[src/rtl/dram_port_arbiter.sv]
// -----------------------------------------------------------------------------
// dram_port_arbiter
//   Shares one DRAM req/ack port between two masters:
//     port 0 : SPI flash-emulation read path
//     port 1 : sniffer capture write path (wr_fifo_read_ctrl)
//   One granted master's command is registered onto the DRAM port. The block
//   then waits for dram_ack, returns read data and a one-cycle ack to that
//   master, and inserts one dead cycle before it arbitrates again. Ties are
//   resolved round-robin against the last granted port.
//
// Ports
//   clk                 system clock, rising edge
//   reset               asynchronous active-low reset
//   req0/addr0/we0/wdata0 -> ack0/rdata0   master port 0
//   req1/addr1/we1/wdata1 -> ack1/rdata1   master port 1
//   dram_req/dram_addr/dram_we/dram_data   registered DRAM command
//   dram_ack/dram_odata                    DRAM completion and read data
//   busy                transaction in progress
//   grant               index of current or last granted port
//   err                 aborted-transaction pulse
//
// Configuration
//   DRAM_ARB_TIMEOUT_EN  when defined, a WAIT that lasts TIMEOUT cycles without
//                        dram_ack is aborted with ack and err pulsed together.
//                        When undefined, WAIT lasts indefinitely and err is 0.
//
// Every output is driven straight from a register.
// -----------------------------------------------------------------------------
module dram_port_arbiter #(
  parameter int ADDR_W  = 24,
  parameter int DATA_W  = 32,
  parameter int TIMEOUT = 255
) (
  input  logic              clk,
  input  logic              reset,
  input  logic              req0,
  input  logic [ADDR_W-1:0] addr0,
  input  logic              we0,
  input  logic [DATA_W-1:0] wdata0,
  output logic              ack0,
  output logic [DATA_W-1:0] rdata0,
  input  logic              req1,
  input  logic [ADDR_W-1:0] addr1,
  input  logic              we1,
  input  logic [DATA_W-1:0] wdata1,
  output logic              ack1,
  output logic [DATA_W-1:0] rdata1,
  output logic              dram_req,
  output logic [ADDR_W-1:0] dram_addr,
  output logic              dram_we,
  output logic [DATA_W-1:0] dram_data,
  input  logic              dram_ack,
  input  logic [DATA_W-1:0] dram_odata,
  output logic              busy,
  output logic              grant,
  output logic              err
);

  typedef enum logic [1:0] {
    S_IDLE = 2'd0,
    S_WAIT = 2'd1,
    S_REL  = 2'd2
  } state_t;

  state_t            r_state;
  logic              r_last;
  logic              r_grant;
  logic              r_busy;
  logic              r_dreq;
  logic [ADDR_W-1:0] r_daddr;
  logic              r_dwe;
  logic [DATA_W-1:0] r_ddata;
  logic              r_ack0;
  logic              r_ack1;
  logic [DATA_W-1:0] r_rdata0;
  logic [DATA_W-1:0] r_rdata1;

  logic w_any;
  logic w_pick;

  assign w_any = req0 | req1;
  // On a tie the port that did not win last time is picked; otherwise the
  // lone requester. With no request w_pick is don't-care (not used).
  assign w_pick = (req0 && req1) ? ~r_last : req1;

`ifdef DRAM_ARB_TIMEOUT_EN
  localparam int CNT_W = (TIMEOUT > 1) ? $clog2(TIMEOUT) : 1;

  logic [CNT_W-1:0] r_cnt;
  logic             r_err;
  logic             w_tmo;

  // r_cnt is 0 in the first WAIT cycle, so TIMEOUT-1 marks the last one.
  assign w_tmo = (r_cnt == CNT_W'(TIMEOUT - 1));
  assign err   = r_err;
`else
  logic w_unused;

  assign w_unused = (TIMEOUT == 0);
  assign err      = 1'b0;
`endif

  always_ff @(posedge clk or negedge reset) begin
    if (!reset) begin
      r_state  <= S_IDLE;
      r_last   <= 1'b1;
      r_grant  <= 1'b0;
      r_busy   <= 1'b0;
      r_dreq   <= 1'b0;
      r_daddr  <= '0;
      r_dwe    <= 1'b0;
      r_ddata  <= '0;
      r_ack0   <= 1'b0;
      r_ack1   <= 1'b0;
      r_rdata0 <= '0;
      r_rdata1 <= '0;
`ifdef DRAM_ARB_TIMEOUT_EN
      r_cnt    <= '0;
      r_err    <= 1'b0;
`endif
    end else begin
      case (r_state)
        S_IDLE: begin
          r_ack0 <= 1'b0;
          r_ack1 <= 1'b0;
          if (w_any) begin
            r_dreq  <= 1'b1;
            r_busy  <= 1'b1;
            r_grant <= w_pick;
            r_last  <= w_pick;
            r_daddr <= w_pick ? addr1  : addr0;
            r_dwe   <= w_pick ? we1    : we0;
            r_ddata <= w_pick ? wdata1 : wdata0;
`ifdef DRAM_ARB_TIMEOUT_EN
            r_cnt   <= '0;
`endif
            r_state <= S_WAIT;
          end
        end

        S_WAIT: begin
          if (dram_ack) begin
            // dram_req must fall on this very edge or the controller restarts.
            r_dreq <= 1'b0;
            if (r_grant) begin
              r_ack1 <= 1'b1;
              if (!r_dwe) r_rdata1 <= dram_odata;
            end else begin
              r_ack0 <= 1'b1;
              if (!r_dwe) r_rdata0 <= dram_odata;
            end
            r_state <= S_REL;
          end
`ifdef DRAM_ARB_TIMEOUT_EN
          else if (w_tmo) begin
            r_dreq  <= 1'b0;
            r_err   <= 1'b1;
            if (r_grant) r_ack1 <= 1'b1;
            else         r_ack0 <= 1'b1;
            r_state <= S_REL;
          end else begin
            r_cnt <= r_cnt + 1'b1;
          end
`endif
        end

        S_REL: begin
          r_ack0  <= 1'b0;
          r_ack1  <= 1'b0;
          r_busy  <= 1'b0;
`ifdef DRAM_ARB_TIMEOUT_EN
          r_err   <= 1'b0;
`endif
          r_state <= S_IDLE;
        end

        default: r_state <= S_IDLE;
      endcase
    end
  end

  assign ack0      = r_ack0;
  assign ack1      = r_ack1;
  assign rdata0    = r_rdata0;
  assign rdata1    = r_rdata1;
  assign dram_req  = r_dreq;
  assign dram_addr = r_daddr;
  assign dram_we   = r_dwe;
  assign dram_data = r_ddata;
  assign busy      = r_busy;
  assign grant     = r_grant;

endmodule
[config.mk]
export PLATFORM = sky130hd
export DESIGN_NAME = dram_port_arbiter
export DESIGN_NICKNAME = d
export VERILOG_FILES = /design/src/rtl/dram_port_arbiter.sv
export SDC_FILE = /design/constraint.sdc
export NUM_CORES = 1
export LEC_CHECK = 0
export BUFFER_PORTS_ARGS = -buffer_cell sky130_fd_sc_hd__buf_2
export CAP_MARGIN = 20
export CORE_MARGIN = 2
export CORE_UTILIZATION = 47
export CTS_BUF_LIST = sky130_fd_sc_hd__clkbuf_4 sky130_fd_sc_hd__clkbuf_8
export DETAILED_ROUTE_END_ITERATION = 6
export GPL_ROUTABILITY_DRIVEN = 0
export GPL_TIMING_DRIVEN = 0
export PLACE_DENSITY_LB_ADDON = 0.08
export SETUP_SLACK_MARGIN = 0.15
export SLEW_MARGIN = 0
export SYNTH_ARGS = -nofsm -noshare
export SYNTH_HDL_FRONTEND = slang
export SYNTH_SLANG_ARGS = --single-unit
[constraint.sdc]
create_clock -name clk -period 3.5 [get_ports clk]
set_input_delay 0.35 -clock clk [delete_from_list [all_inputs] [get_ports clk]]
set_output_delay 0.35 -clock clk [all_outputs]
set_load 0.01 [all_outputs]
==> qor.yml <==
grt:
  grt_usage_pct: 21.4
  grt_max_degree: 83
  grtUsageMet1_pct: 24.1
  grt_first_pass_wirelength_mm: 20.8
  top_usage_layer: "met2"
  grtUsageMet2_pct: 36.6
  gr-total-overflow: 0
  first_global_vias: 4174
  use_met3_pct: 10.7
  grt_antenna_before_repair: 1
logic_synthesis:
  synthSimpleGateAreaFrac_pct: 1.03
  synth-async-reset-ratio_pct: 100
  avgSynthCellArea_um2: 15.7
  synth.mux.area_fraction_pct: 36.6
  synth-compound-area-share_pct: 1.10
  yosysMostFrequentCell: "mux2_2"
  synth.largest_area_cell: "dfrtp_1"
  synth-edff-count: 0
  synthAdderAreaFrac_pct: 0
  synthTopCellsByArea: "dfrtp_1, mux2_2, mux2_1"
  synth_top_family_by_area: "multiplexers"
  yosys_warnings: 0
  synth-xor-area-share_pct: 0
  yosysSeqAreaShare_pct: 59.0
  syn_inst: 348
  synth_fp_nets: 499
  synth_top_area_share_pct: 58.5
  ys_top_cells_by_count: "mux2_2, dfrtp_1, mux2_1, buf_2, nand2_1"
  synthFlopType: "dfrtp_1"
  synth_area_mm2: 0.00548
  synth_cell_types: 23
  synth_seq_cells: 129
sta:
  fmax_mhz: 555
  finalSetupTns_ns: 0
  min_period_ns: 1.80
  max_slew.worst_pin.slew_ns: 0.495
  fin_skew_ns: 0.00975
  slew_headroom_pct: 66.8
  finalCritPeriodShare_pct: 51.5
  setup_viol: 0
  grt_setup_unrepaired: "false"
  hold_viol: 0
  report.final.slew_viol_count: 0
final_layout:
  fillers: 921
  final_util_pct: 65.7
  drive_gt1_share_pct: 74.2
  instances_no_fill: 801
  area_growth_pct: 37.0
  diodes: 0
  fin_nets: 796
power:
  finalPower_mw: 6.59
  p_comb_share_pct: 40.2
  intPower_mw: 4.38
  pwr-share-seq_pct: 39.5
  leakage_nw: 3.74
  switching_share_pct: 33.6
  switching_power_mw: 2.21
  p_clk_share_pct: 20.3
  vdd_drop_max_mv: 0.532
  p_per_area_mw_per_mm2: 878
clocking:
  cts_tree: "done"
  cts_buffer_depth: 2
  clock-sinks: 129
  cts_root_buf: "clkbuf_8"
  cts_hold_buf: 1
  ctsHtreeMaxLevel: 4
  post_cts_buffers: 0
  cts_buffers: 17
  clock_latency_ns: 0.44
  clkTransAtPathRegs_ns: 0.08
  post_cts_resized: 0
worst_setup_path:
  cpPeakStageDelay_ns: 0.42
  regToRegStartpoint: "r_state[1]$_DFFE_PN0P_"
  cp_max_fo: 10
  r2r_slack_ns: 1.70
  cp-start-kind: "flip-flop"
  critical_path.endpoint: "rdata0[6]$_DFFE_PN0P_"
  r2r_end: "rdata0[6]$_DFFE_PN0P_"
  worstPathArrival_ns: 2.13
  slowest_stage: "dfrtp_1"
  path_cells: "nand3b_1 -> nor3_2 -> buf_2 -> mux2_2"
  worstRegToRegCells: 4
  crit_type: "reg2reg"
  worst_setup_path_end_kind: "flip-flop"
  cp-startpoint: "r_state[1]$_DFFE_PN0P_"
  cp.required_ns: 3.83
detailed_routing:
  drt_iter0_drc: 88
  viasPerCell: 4.86
  antenna_left: 0
  drc: 0
  firstDrtPassIters: 4
  vias: 3891
  drt-total-wl_mm: 13.0
  routedWlPerCell_um: 16.3
placement:
  port_buffers: 276
  dpl.hpwl_mm: 10.0
  dpl.cell_count: 768
floorplan:
  io_pins: 278
  start_util_pct: 48.0
  dieArea_mm2: 0.0125
  die_h_um: 112
  rows: 39
  die_w_um: 112
  core_mm2: 0.0114
worst_hold_path:
  hp-class: "in2reg"
flow_run:
  cap_violations: 0
status:
  outcome: "complete, no violations"
-- per-stage QoR --
step,setup WS [ns],hold slack [ns],instance area [µm²]
after global routing,1.57,0.0744,7500
after CTS,1.65,0.0541,7500
final,1.70,0.0849,7500
after detailed placement,1.65,0.311,7070
after floorplan,1.88,0.0544,5480
after global placement,0.437,0.460,7040
-- worst min path at each step --
stage                                     from                        end  slack [ns]  cells after the start
after floorplan                          reset           ack0$_DFFE_PN0P_        0.05                      0
after global placement    dram_req$_DFFE_PN0P_       dram_req$_DFFE_PN0P_        0.46                      2
after detailed placement                 reset  dram_data[29]$_DFFE_PN0P_        0.31                      1
after CTS                                 req0         r_last$_DFFE_PN1P_        0.05                      2
after global routing                      req0         r_last$_DFFE_PN1P_        0.07                      2
final                                     req0         r_last$_DFFE_PN1P_        0.08                      2
-- power groups by stage --
stage / logic (mW) / registers [mW] / clock network [mW]
2_1_floorplan: 1.17 / 2.98 / 0
3_3_place_gp: 2.64 / 2.59 / 0
3_5_place_dp: 2.70 / 2.63 / 0
4_1_cts: 2.70 / 2.61 / 1.37
5_1_grt: 2.86 / 2.71 / 1.45
6_report: 2.65 / 2.60 / 1.34
-- cell families after synthesis --
logic type	after synthesis
AOI/OAI and AO/OA	9
and+or+nand+nor	10
muxes	178
DFF	129
other	1
buffers and inverters	21
-- area by class of cell --
type | count | area, µm² | share of cell area (%)
flip-flops and latches | 129 | 3230 | 43.0
well taps | 143 | 179 | 2.38
multi-input cells | 198 | 2120 | 28.3
inverters | 2 | 7.51 | 0.100
clock buffers | 18 | 241 | 3.22
clock inverters | 14 | 181 | 2.42
repair buffers | 278 | 1430 | 19.0
plain buffers | 19 | 116 | 1.55
-- cells in the final DEF (no fill, tap or decap), drive strengths merged --
cell / Yosys / layout
a31oi: 1 / 1
nand2: 4 / 4
o21a: 1 / 1
clkinv: 0 / 3
a22o: 1 / 1
dfstp: 1 / 1
dfrtp: 128 / 128
clkbuf: 0 / 18
buf: 19 / 296
a21bo: 1 / 1
nor2: 1 / 1
bufinv: 0 / 3
conb: 1 / 1
o21ai: 3 / 3
nor3: 2 / 2
clkinvlp: 0 / 4
nand3b: 2 / 2
dlygate4sd3: 0 / 1
nor3b: 1 / 1
mux2: 178 / 178
inv: 2 / 6
a21o: 1 / 1
a21oi: 1 / 1
-- critical path: cells and delay by family, from the launching register on --
kind	cells	cell delay [ns]
mux	1	0.37
flops	1	0.42
simple gates	2	0.56
buf+inv	1	0.34
-- state kept, by name, indices dropped and copies added, names as in the netlist, 2 cells and up --
signal	count
dram_data	32
rdata1	32
rdata0	32
r_state	2
dram_addr	24
-- metal layers --
metal,vias to the layer above,share of wire (%)
li1,1839,-
met1,1871,38
met2,161,51
met3,18,9.5
met4,2,1.3
met5,-,0.12
Note: power is estimated with default switching activity, not from simulation.
